`src/rtl/uart_tx_arbiter.sv`:
```
// uart_tx_arbiter: round-robin arbiter that shares one uart_tx byte port
// among NUM_REQ packet sources. A granted requester holds the transmitter
// until it sends a byte flagged last, so packets never interleave.
// Optional feature macro: UART_ARB_TIMEOUT_EN (forced release of a lock
// whose owner goes idle for TIMEOUT cycles).
module uart_tx_arbiter #(
  parameter int NUM_REQ = 4,
  parameter int TIMEOUT = 255
) (
  input  logic                       clkin,
  input  logic                       resetn_in,
  input  logic [NUM_REQ-1:0]         req_valid,
  input  logic [8*NUM_REQ-1:0]       req_data,
  input  logic [NUM_REQ-1:0]         req_last,
  output logic [NUM_REQ-1:0]         req_ready,
  output logic                       tx_valid,
  output logic [7:0]                 tx_data,
  input  logic                       tx_ready,
  output logic                       grant_active,
  output logic [$clog2(NUM_REQ)-1:0] grant_id,
  output logic                       arb_timeout
);

  localparam int IDW = $clog2(NUM_REQ);

  typedef enum logic {
    IDLE = 1'b0,
    LOCK = 1'b1
  } state_t;

  state_t         state_q, state_d;
  logic [IDW-1:0] grant_id_q, grant_id_d;
  logic [IDW-1:0] last_grant_q, last_grant_d;
  logic           grant_active_q, grant_active_d;
  logic           tx_valid_q, tx_valid_d;
  logic [7:0]     tx_data_q, tx_data_d;
  logic           arb_timeout_q, arb_timeout_d;

`ifdef UART_ARB_TIMEOUT_EN
  logic [15:0]    idle_cnt_q, idle_cnt_d;
`else
  logic           unused_timeout;
  assign unused_timeout = ^(16'(TIMEOUT));
`endif

  logic [IDW-1:0] rr_sel;
  logic [IDW-1:0] rr_cand;
  logic           rr_found;
  logic           sel_valid;
  logic           sel_last;
  logic [7:0]     sel_byte;
  logic           accept;

  // Round-robin pick: first valid requester searching upward from last_grant+1
  always_comb begin
    rr_sel   = '0;
    rr_cand  = '0;
    rr_found = 1'b0;
    for (int k = 1; k <= NUM_REQ; k++) begin
      rr_cand = IDW'((int'(last_grant_q) + k) % NUM_REQ);
      if (!rr_found && req_valid[rr_cand]) begin
        rr_found = 1'b1;
        rr_sel   = rr_cand;
      end
    end
  end

  // Select the locked requester's signals and drive its ready from the output register state
  always_comb begin
    sel_valid = 1'b0;
    sel_last  = 1'b0;
    sel_byte  = 8'h00;
    req_ready = '0;
    for (int i = 0; i < NUM_REQ; i++) begin
      if (grant_id_q == IDW'(i)) begin
        sel_valid = req_valid[i];
        sel_last  = req_last[i];
        sel_byte  = req_data[8*i +: 8];
        req_ready[i] = (state_q == LOCK) && (!tx_valid_q || tx_ready);
      end
    end
    accept = (state_q == LOCK) && sel_valid && (!tx_valid_q || tx_ready);
  end

  // Next-state logic for arbitration FSM, output register and optional idle counter
  always_comb begin
    state_d        = state_q;
    grant_id_d     = grant_id_q;
    last_grant_d   = last_grant_q;
    grant_active_d = grant_active_q;
    tx_valid_d     = tx_valid_q;
    tx_data_d      = tx_data_q;
    arb_timeout_d  = 1'b0;
`ifdef UART_ARB_TIMEOUT_EN
    idle_cnt_d     = idle_cnt_q;
`endif

    if (accept) begin
      tx_valid_d = 1'b1;
      tx_data_d  = sel_byte;
    end else if (tx_ready) begin
      tx_valid_d = 1'b0;
    end

    case (state_q)
      IDLE: begin
        if (rr_found) begin
          state_d        = LOCK;
          grant_id_d     = rr_sel;
          grant_active_d = 1'b1;
`ifdef UART_ARB_TIMEOUT_EN
          idle_cnt_d     = '0;
`endif
        end
      end
      LOCK: begin
        if (accept) begin
`ifdef UART_ARB_TIMEOUT_EN
          idle_cnt_d = '0;
`endif
          if (sel_last) begin
            state_d        = IDLE;
            last_grant_d   = grant_id_q;
            grant_active_d = 1'b0;
          end
`ifdef UART_ARB_TIMEOUT_EN
        end else if (!sel_valid) begin
          // The increment that makes the count equal TIMEOUT releases the lock.
          if (idle_cnt_q == 16'(TIMEOUT - 1)) begin
            state_d        = IDLE;
            last_grant_d   = grant_id_q;
            grant_active_d = 1'b0;
            arb_timeout_d  = 1'b1;
            idle_cnt_d     = '0;
          end else begin
            idle_cnt_d = idle_cnt_q + 16'd1;
          end
`endif
        end
      end
      default: begin
        state_d        = IDLE;
        grant_active_d = 1'b0;
      end
    endcase
  end

  // Register all state; reset discards any pending output byte
  always_ff @(posedge clkin) begin
    if (!resetn_in) begin
      state_q        <= IDLE;
      grant_id_q     <= '0;
      last_grant_q   <= IDW'(NUM_REQ - 1);
      grant_active_q <= 1'b0;
      tx_valid_q     <= 1'b0;
      tx_data_q      <= 8'h00;
      arb_timeout_q  <= 1'b0;
`ifdef UART_ARB_TIMEOUT_EN
      idle_cnt_q     <= '0;
`endif
    end else begin
      state_q        <= state_d;
      grant_id_q     <= grant_id_d;
      last_grant_q   <= last_grant_d;
      grant_active_q <= grant_active_d;
      tx_valid_q     <= tx_valid_d;
      tx_data_q      <= tx_data_d;
      arb_timeout_q  <= arb_timeout_d;
`ifdef UART_ARB_TIMEOUT_EN
      idle_cnt_q     <= idle_cnt_d;
`endif
    end
  end

  assign tx_valid     = tx_valid_q;
  assign tx_data      = tx_data_q;
  assign grant_active = grant_active_q;
  assign grant_id     = grant_id_q;
  assign arb_timeout  = arb_timeout_q;

endmodule

```
`config.mk`:
```
export PLATFORM = sky130hd
export DESIGN_NAME = uart_tx_arbiter
export DESIGN_NICKNAME = d
export VERILOG_FILES = /design/src/rtl/uart_tx_arbiter.sv
export SDC_FILE = /design/constraint.sdc
export NUM_CORES = 1
export LEC_CHECK = 0
export BUFFER_PORTS_ARGS = -buffer_cell sky130_fd_sc_hd__buf_4
export CAP_MARGIN = 20
export CORE_ASPECT_RATIO = 0.7
export CORE_MARGIN = 2
export CORE_UTILIZATION = 41
export DETAILED_ROUTE_END_ITERATION = 6
export MAX_ROUTING_LAYER = met4
export PLACE_DENSITY_LB_ADDON = 0.25
export SYNTH_ARGS = -nofsm -noshare
export SYNTH_HDL_FRONTEND = slang
export SYNTH_SLANG_ARGS = --single-unit
```
`constraint.sdc`:
```
create_clock -name clkin -period 2.4 [get_ports clkin]
set_clock_uncertainty 0.2 [all_clocks]
set_input_delay 0.48 -clock clkin [delete_from_list [all_inputs] [get_ports clkin]]
set_output_delay 0.48 -clock clkin [all_outputs]
set_load 0.005 [all_outputs]
```
# Word-level counts from Yosys, hierarchy flattened
# Index checks and enable logic that the tools add are counted.
[op_classes] n_bitwise=1 order_cmp=4 eq_ne=6 mux=42 addsub=4 n_reduce_logical=16
[op_table] operator="two-way mux 8 bit" count=4
[op_table] operator="two-way mux 1 bit" count=28
[op_table] operator="< comparator 2 x 3 -> 1 bit, second input constant" count=4
[op_table] operator="binary-select mux 1 bit (select 2 bit)" count=4
[op_table] operator="two-way mux 2 bit" count=4
[op_table] operator="logical AND 1 bit" count=6
[op_table] operator="AND reduction 3 bit" count=2
[op_table] operator="adder 2 x 1 -> 2 bit, second input constant" count=2
[op_table] operator="adder 2 bit, second input constant" count=2
[op_table] operator="== test 2 bit, second input constant" count=2
[op_table] operator="zero test 1 bit" count=4
[op_table] operator="!= test 2 x 1 -> 1 bit, second input constant" count=2
[op_table] operator="one-hot mux 1 bit (2 select lines)" count=2
[op_table] operator="== test 2 x 1 -> 1 bit, second input constant" count=1
[op_table] operator="zero test 2 bit" count=1
[op_table] operator="!= test 2 bit, second input constant" count=1
[op_table] operator="AND reduction 2 bit" count=1
[op_table] operator="nonzero test 2 bit" count=1
[op_table] operator="logical OR 1 bit" count=1
[op_table] operator="inverter 1 bit" count=1
[totals] inputBits=43 elab_cells=79 reg_bits=15

# Logic depth before layout (Yosys ltp)
[logic_depth] depth_word=15 depth_mapped=6

# Worst setup path after synthesis
# OpenSTA, ideal clock, no wires.
[synth_timing] kind="reg2reg" start="register grant_id_q[0] (netlist: grant_id[0])" end="register last_grant_q[0]" path_slack_ps=628 n_path_buf=1 arrival_time_ps=1447 setup_time_ps=125 path_stages_with_launch=6 path_cell_list="dfxtp_1 > buf_2 > mux4_2 > nand4_1 > mux2i_1 > nand2_1"
[synth_between] elab_chain_cells=8 word_cells_on_any_way=15 classes_between="3 x eq/ne; 8 x mux; 4 x reduce/logical"
[synth_lines] element="start: declaration" line="32" source="logic [IDW-1:0] grant_id_q, grant_id_d;"
[synth_lines] element="start signal: assignment" line="163" source="grant_id_q <= grant_id_d;"
[synth_lines] element="zero test 2 bit" line="75" source="if (grant_id_q == IDW'(i)) begin"
[synth_lines] element="two-way mux 1 bit (4 in a row)" line="75"
[synth_lines] element="logical AND 1 bit (2 in a row)" line="82" source="accept = (state_q == LOCK) && sel_valid && (!tx_valid_q || tx_ready);"
[synth_lines] element="AND reduction 3 bit (no line)"
[synth_lines] element="end signal: assignment" line="153" source="last_grant_q <= IDW'(NUM_REQ - 1);"
[synth_lines] element="end signal: assignment" line="164" source="last_grant_q <= last_grant_d;"
[synth_lines] element="end: declaration" line="33" source="logic [IDW-1:0] last_grant_q, last_grant_d;"
# Parallel ways exist; a longest one is shown, timed or not.
# A chain may end at the register's enable or synchronous reset.

# Final worst setup path
[layout_timing] start="register grant_id_q[1] (netlist: grant_id[1])" end="output req_ready[2]"
[layout_between] elab_chain_cells=2
[layout_lines] element="== test 2 bit" line="75"
[layout_lines] element="two-way mux 1 bit" line="75"
[layout_lines] element="end: declaration" line="15" source="output logic [NUM_REQ-1:0] req_ready,"
# No other way between the ends.

==> reports/metrics.csv <==
stage;metric;value;unit
outcome;status;complete, no violations;
timing;finalCriticalPeriod;1.97;ns
cts;clock_sink_count;15;
timing;fmax;509;MHz
setup_path;crit_required;1.72;ns
cts;clk_latency;0.28;ns
setup_path;path_max_fanout;16;
setup_path;crit_top_cell;buf_4;
timing;hold_viol;0;
setup_path;end_kind;primary output;
setup_path;crit_path_max_incr_delay;0.37;ns
finish;area_growth;50.8;%
routing;viasPerCell;4.95;
yosys;yosysSeqAreaShare;32.3;%
yosys;synth_nets;129;
finish;post-route-util;65.2;%
routing;drc;0;
finish;final_layout_size_suffix_gt1_share;52.1;%
cts;cts_buffers;3;
cts;cts_buffer_depth;2;
pwr;clkPwrFrac;21.7;%
pwr;netSwitchingPower;0.000182;W
setup_path;start_kind;register;
placed_design;dp_slack;0.439;ns
finish;nets;188;
hold_path;hold_path.class;input port to register;
grt;grt_use_total;18.2;%
floorplan;pin_count;60;
cts;clock_tree.root_cell;clkbuf_4;
placed_design;post-place-cells;172;
yosys;synth.distinct_cells;24;
grt;first_global_vias;817;
grt;antenna_found_initial;0;
floorplan;dieWidth;61.0;um
timing;setup_tns;0;ns
yosys;synth_top_area_share;32.3;%
flow_run;maxCapViolCount;0;
timing;fin_crit_sh;81.9;%
floorplan;coreArea;2150;um2
setup_path;critPathTopFamily;buffers and inverters;
yosys;ys_ff_latch;15;
grt;grt_start_max_net_pins;17;
timing;post-route-worst-setup-slack;0.434;ns
yosys;syn_avg_cell_area;10.8;um2
setup_path;crit_type;register to primary output;
pwr;peakVddDrop;0.361;mV
yosys;yosysWarnings;0;
cts;clkTransAtPathRegs;0.09;ns
grt;grt_pass1_wl;3440;um
yosys;yosys.area.top_type;dfxtp_1;
grt;gr-total-overflow;0;
yosys;synth_area_leaders;dfxtp_1 (32%), mux4_2 (24%), mux2i_1 (11%), nor2b_1 (8.7%), nand2b_1 (2.7%);
pwr;seqPwrFrac;43.1;%
floorplan;placementRows;14;
routing;wire_per_inst;13.0;um
yosys;syn-instance-count;86;
finish;n_antenna_cell;0;
pwr;power_density;475;nW/um2
routing;drt-pass1-iter-count;4;
cts;cts_hold_buffers;0;
routing;drt_iter0_drc;16;
routing;ant_nets;0;
cts;cts_resized;0;
cts;cts_setup_buffers;0;
timing;drv_slew;0;
setup_path;worstPathCellList;buf_4 -> nor3b_1 -> buf_4;
timing;rsz0062_at_grt;false;
floorplan;start_util;43.2;%
floorplan;die_height;43.9;um
timing;finalSetupViolCount;0;
setup_path;path_buf_inv;2;
floorplan;die_area;2670;um2
cts;tritoncts;built;
placed_design;io_buffers;58;
pwr;cellLeakagePower;0.656;nW
setup_path;arrival;1.29;ns
cts;htree_levels;1;
placed_design;gp_congestion;0.743;
finish;instances_no_fill;176;
pwr;combPwrFrac;35.1;%
pwr;p_int;0.000485;W
routing;routed_wl;2290;um
placed_design;dp_hpwl;1800;um
yosys;synth_area;931;um2
pwr;p_sw_share;27.2;%
setup_path;cp_slowest_cell;dfxtp_1;
routing;vias;872;
[registers in the layout, indices dropped and copies added (netlist names)]
signal        count
state_q           1
tx_data           8
grant_active      1
tx_valid          1
grant_id          2
last_grant_q      2
[worst paths after layout]
check / from / endpoint / slack [ns] / cells past startpoint
setup / recovery: grant_id[1]$_SDFFE_PN0P_ / req_ready[2] / 0.43 / 3
hold / removal: resetn_in / last_grant_q[0]$_SDFFE_PN1P_ / 0.24 / 2
setup reg to reg: grant_id[0]$_SDFFE_PN0P_ / tx_data[4]$_SDFFE_PN0P_ / 0.61 / 5
hold reg to reg: tx_data[0]$_SDFFE_PN0P_ / tx_data[0]$_SDFFE_PN0P_ / 0.32 / 2
[per-stage QoR]
step                      area, um2  power (W)  hold slack, ns
after floorplan                 931   0.000427           0.283
after global placement         1380   0.000524           0.301
after detailed placement       1380   0.000530           0.310
after CTS                      1400   0.000676           0.233
after global routing           1400   0.000703           0.254
final                          1400   0.000667           0.240
[routing by layer]
metal  global-route usage (%)  wire length [um]  share of wire, %  vias up
li1                         -                 -                 -      434
met1                     19.5               880                39      409
met2                     33.1              1260                55       27
met3                     5.37               130               5.7        2
met4                     3.91                13              0.57        0
met5                        -                 0                 0        -
[synth_stat cells]
library cell,instances
nand2_1,4
o21a_1,1
a211oi_1,1
nand3_2,1
a21boi_0,1
dfxtp_1,15
conb_1,1
nor2_1,4
nand2b_1,4
mux2i_1,10
buf_6,1
buf_8,1
and4_1,1
buf_2,2
nor2b_1,13
a21oi_1,4
mux4_2,10
o21ai_0,4
a31oi_1,1
clkbuf_1,2
nor3b_1,2
buf_4,1
nand4_1,1
nor3_1,1
[power groups by stage]
stage | Clock (W) | Combinational, W | Sequential [W]
after global routing | 0.000159 | 0.000254 | 0.000291
after global placement | 0 | 0.000231 | 0.000293
after floorplan | 0 | 0.000135 | 0.000292
after CTS | 0.000150 | 0.000238 | 0.000288
final | 0.000145 | 0.000234 | 0.000288
after detailed placement | 0 | 0.000237 | 0.000293
[final cells by class]
class                   instances  area, um2
clock buffers                   4       26.3
fillers                       193        751
multi-input cells              64        579
flip-flops and latches         15        300
well taps                      32       40.0
repair buffers                 61        458
[worst register-to-register path, delay by kind of cell (launching register included)]
family                 cells  cell delay [ns]
muxes                      2             0.57
DFF                        1             0.38
and+or+nand+nor            2             0.32
buffers and inverters      1             0.21
[placed cells by master (no fill, tap or decap)]
cell      Yosys  routed
nor2b_1      13      13
nor2_1        4       4
o21ai_0       4       4
conb_1        1       1
a21boi_0      1       1
a211oi_1      1       1
nand2b_1      4       4
buf_4         1      61
o21a_1        1       1
nand4_1       1       1
nand3_2       1       1
nor3_1        1       1
a21oi_1       4       4
a31oi_1       1       1
mux4_2       10      10
nor3b_1       2       2
nand2_1       4       4
clkbuf_4      0       3
clkbuf_1      2       1
dfxtp_1      15      15
and4_1        1       1
mux2i_1      10      10
[cell families after synthesis]
family | Yosys count | synth area share [%]
buf+inv | 7 | 5.51
compound gates | 12 | 7.39
mux | 20 | 34.9
simple gates | 31 | 19.5
other cells | 1 | 0.403
flops | 15 | 32.3
(Power assumes the default switching activity.)
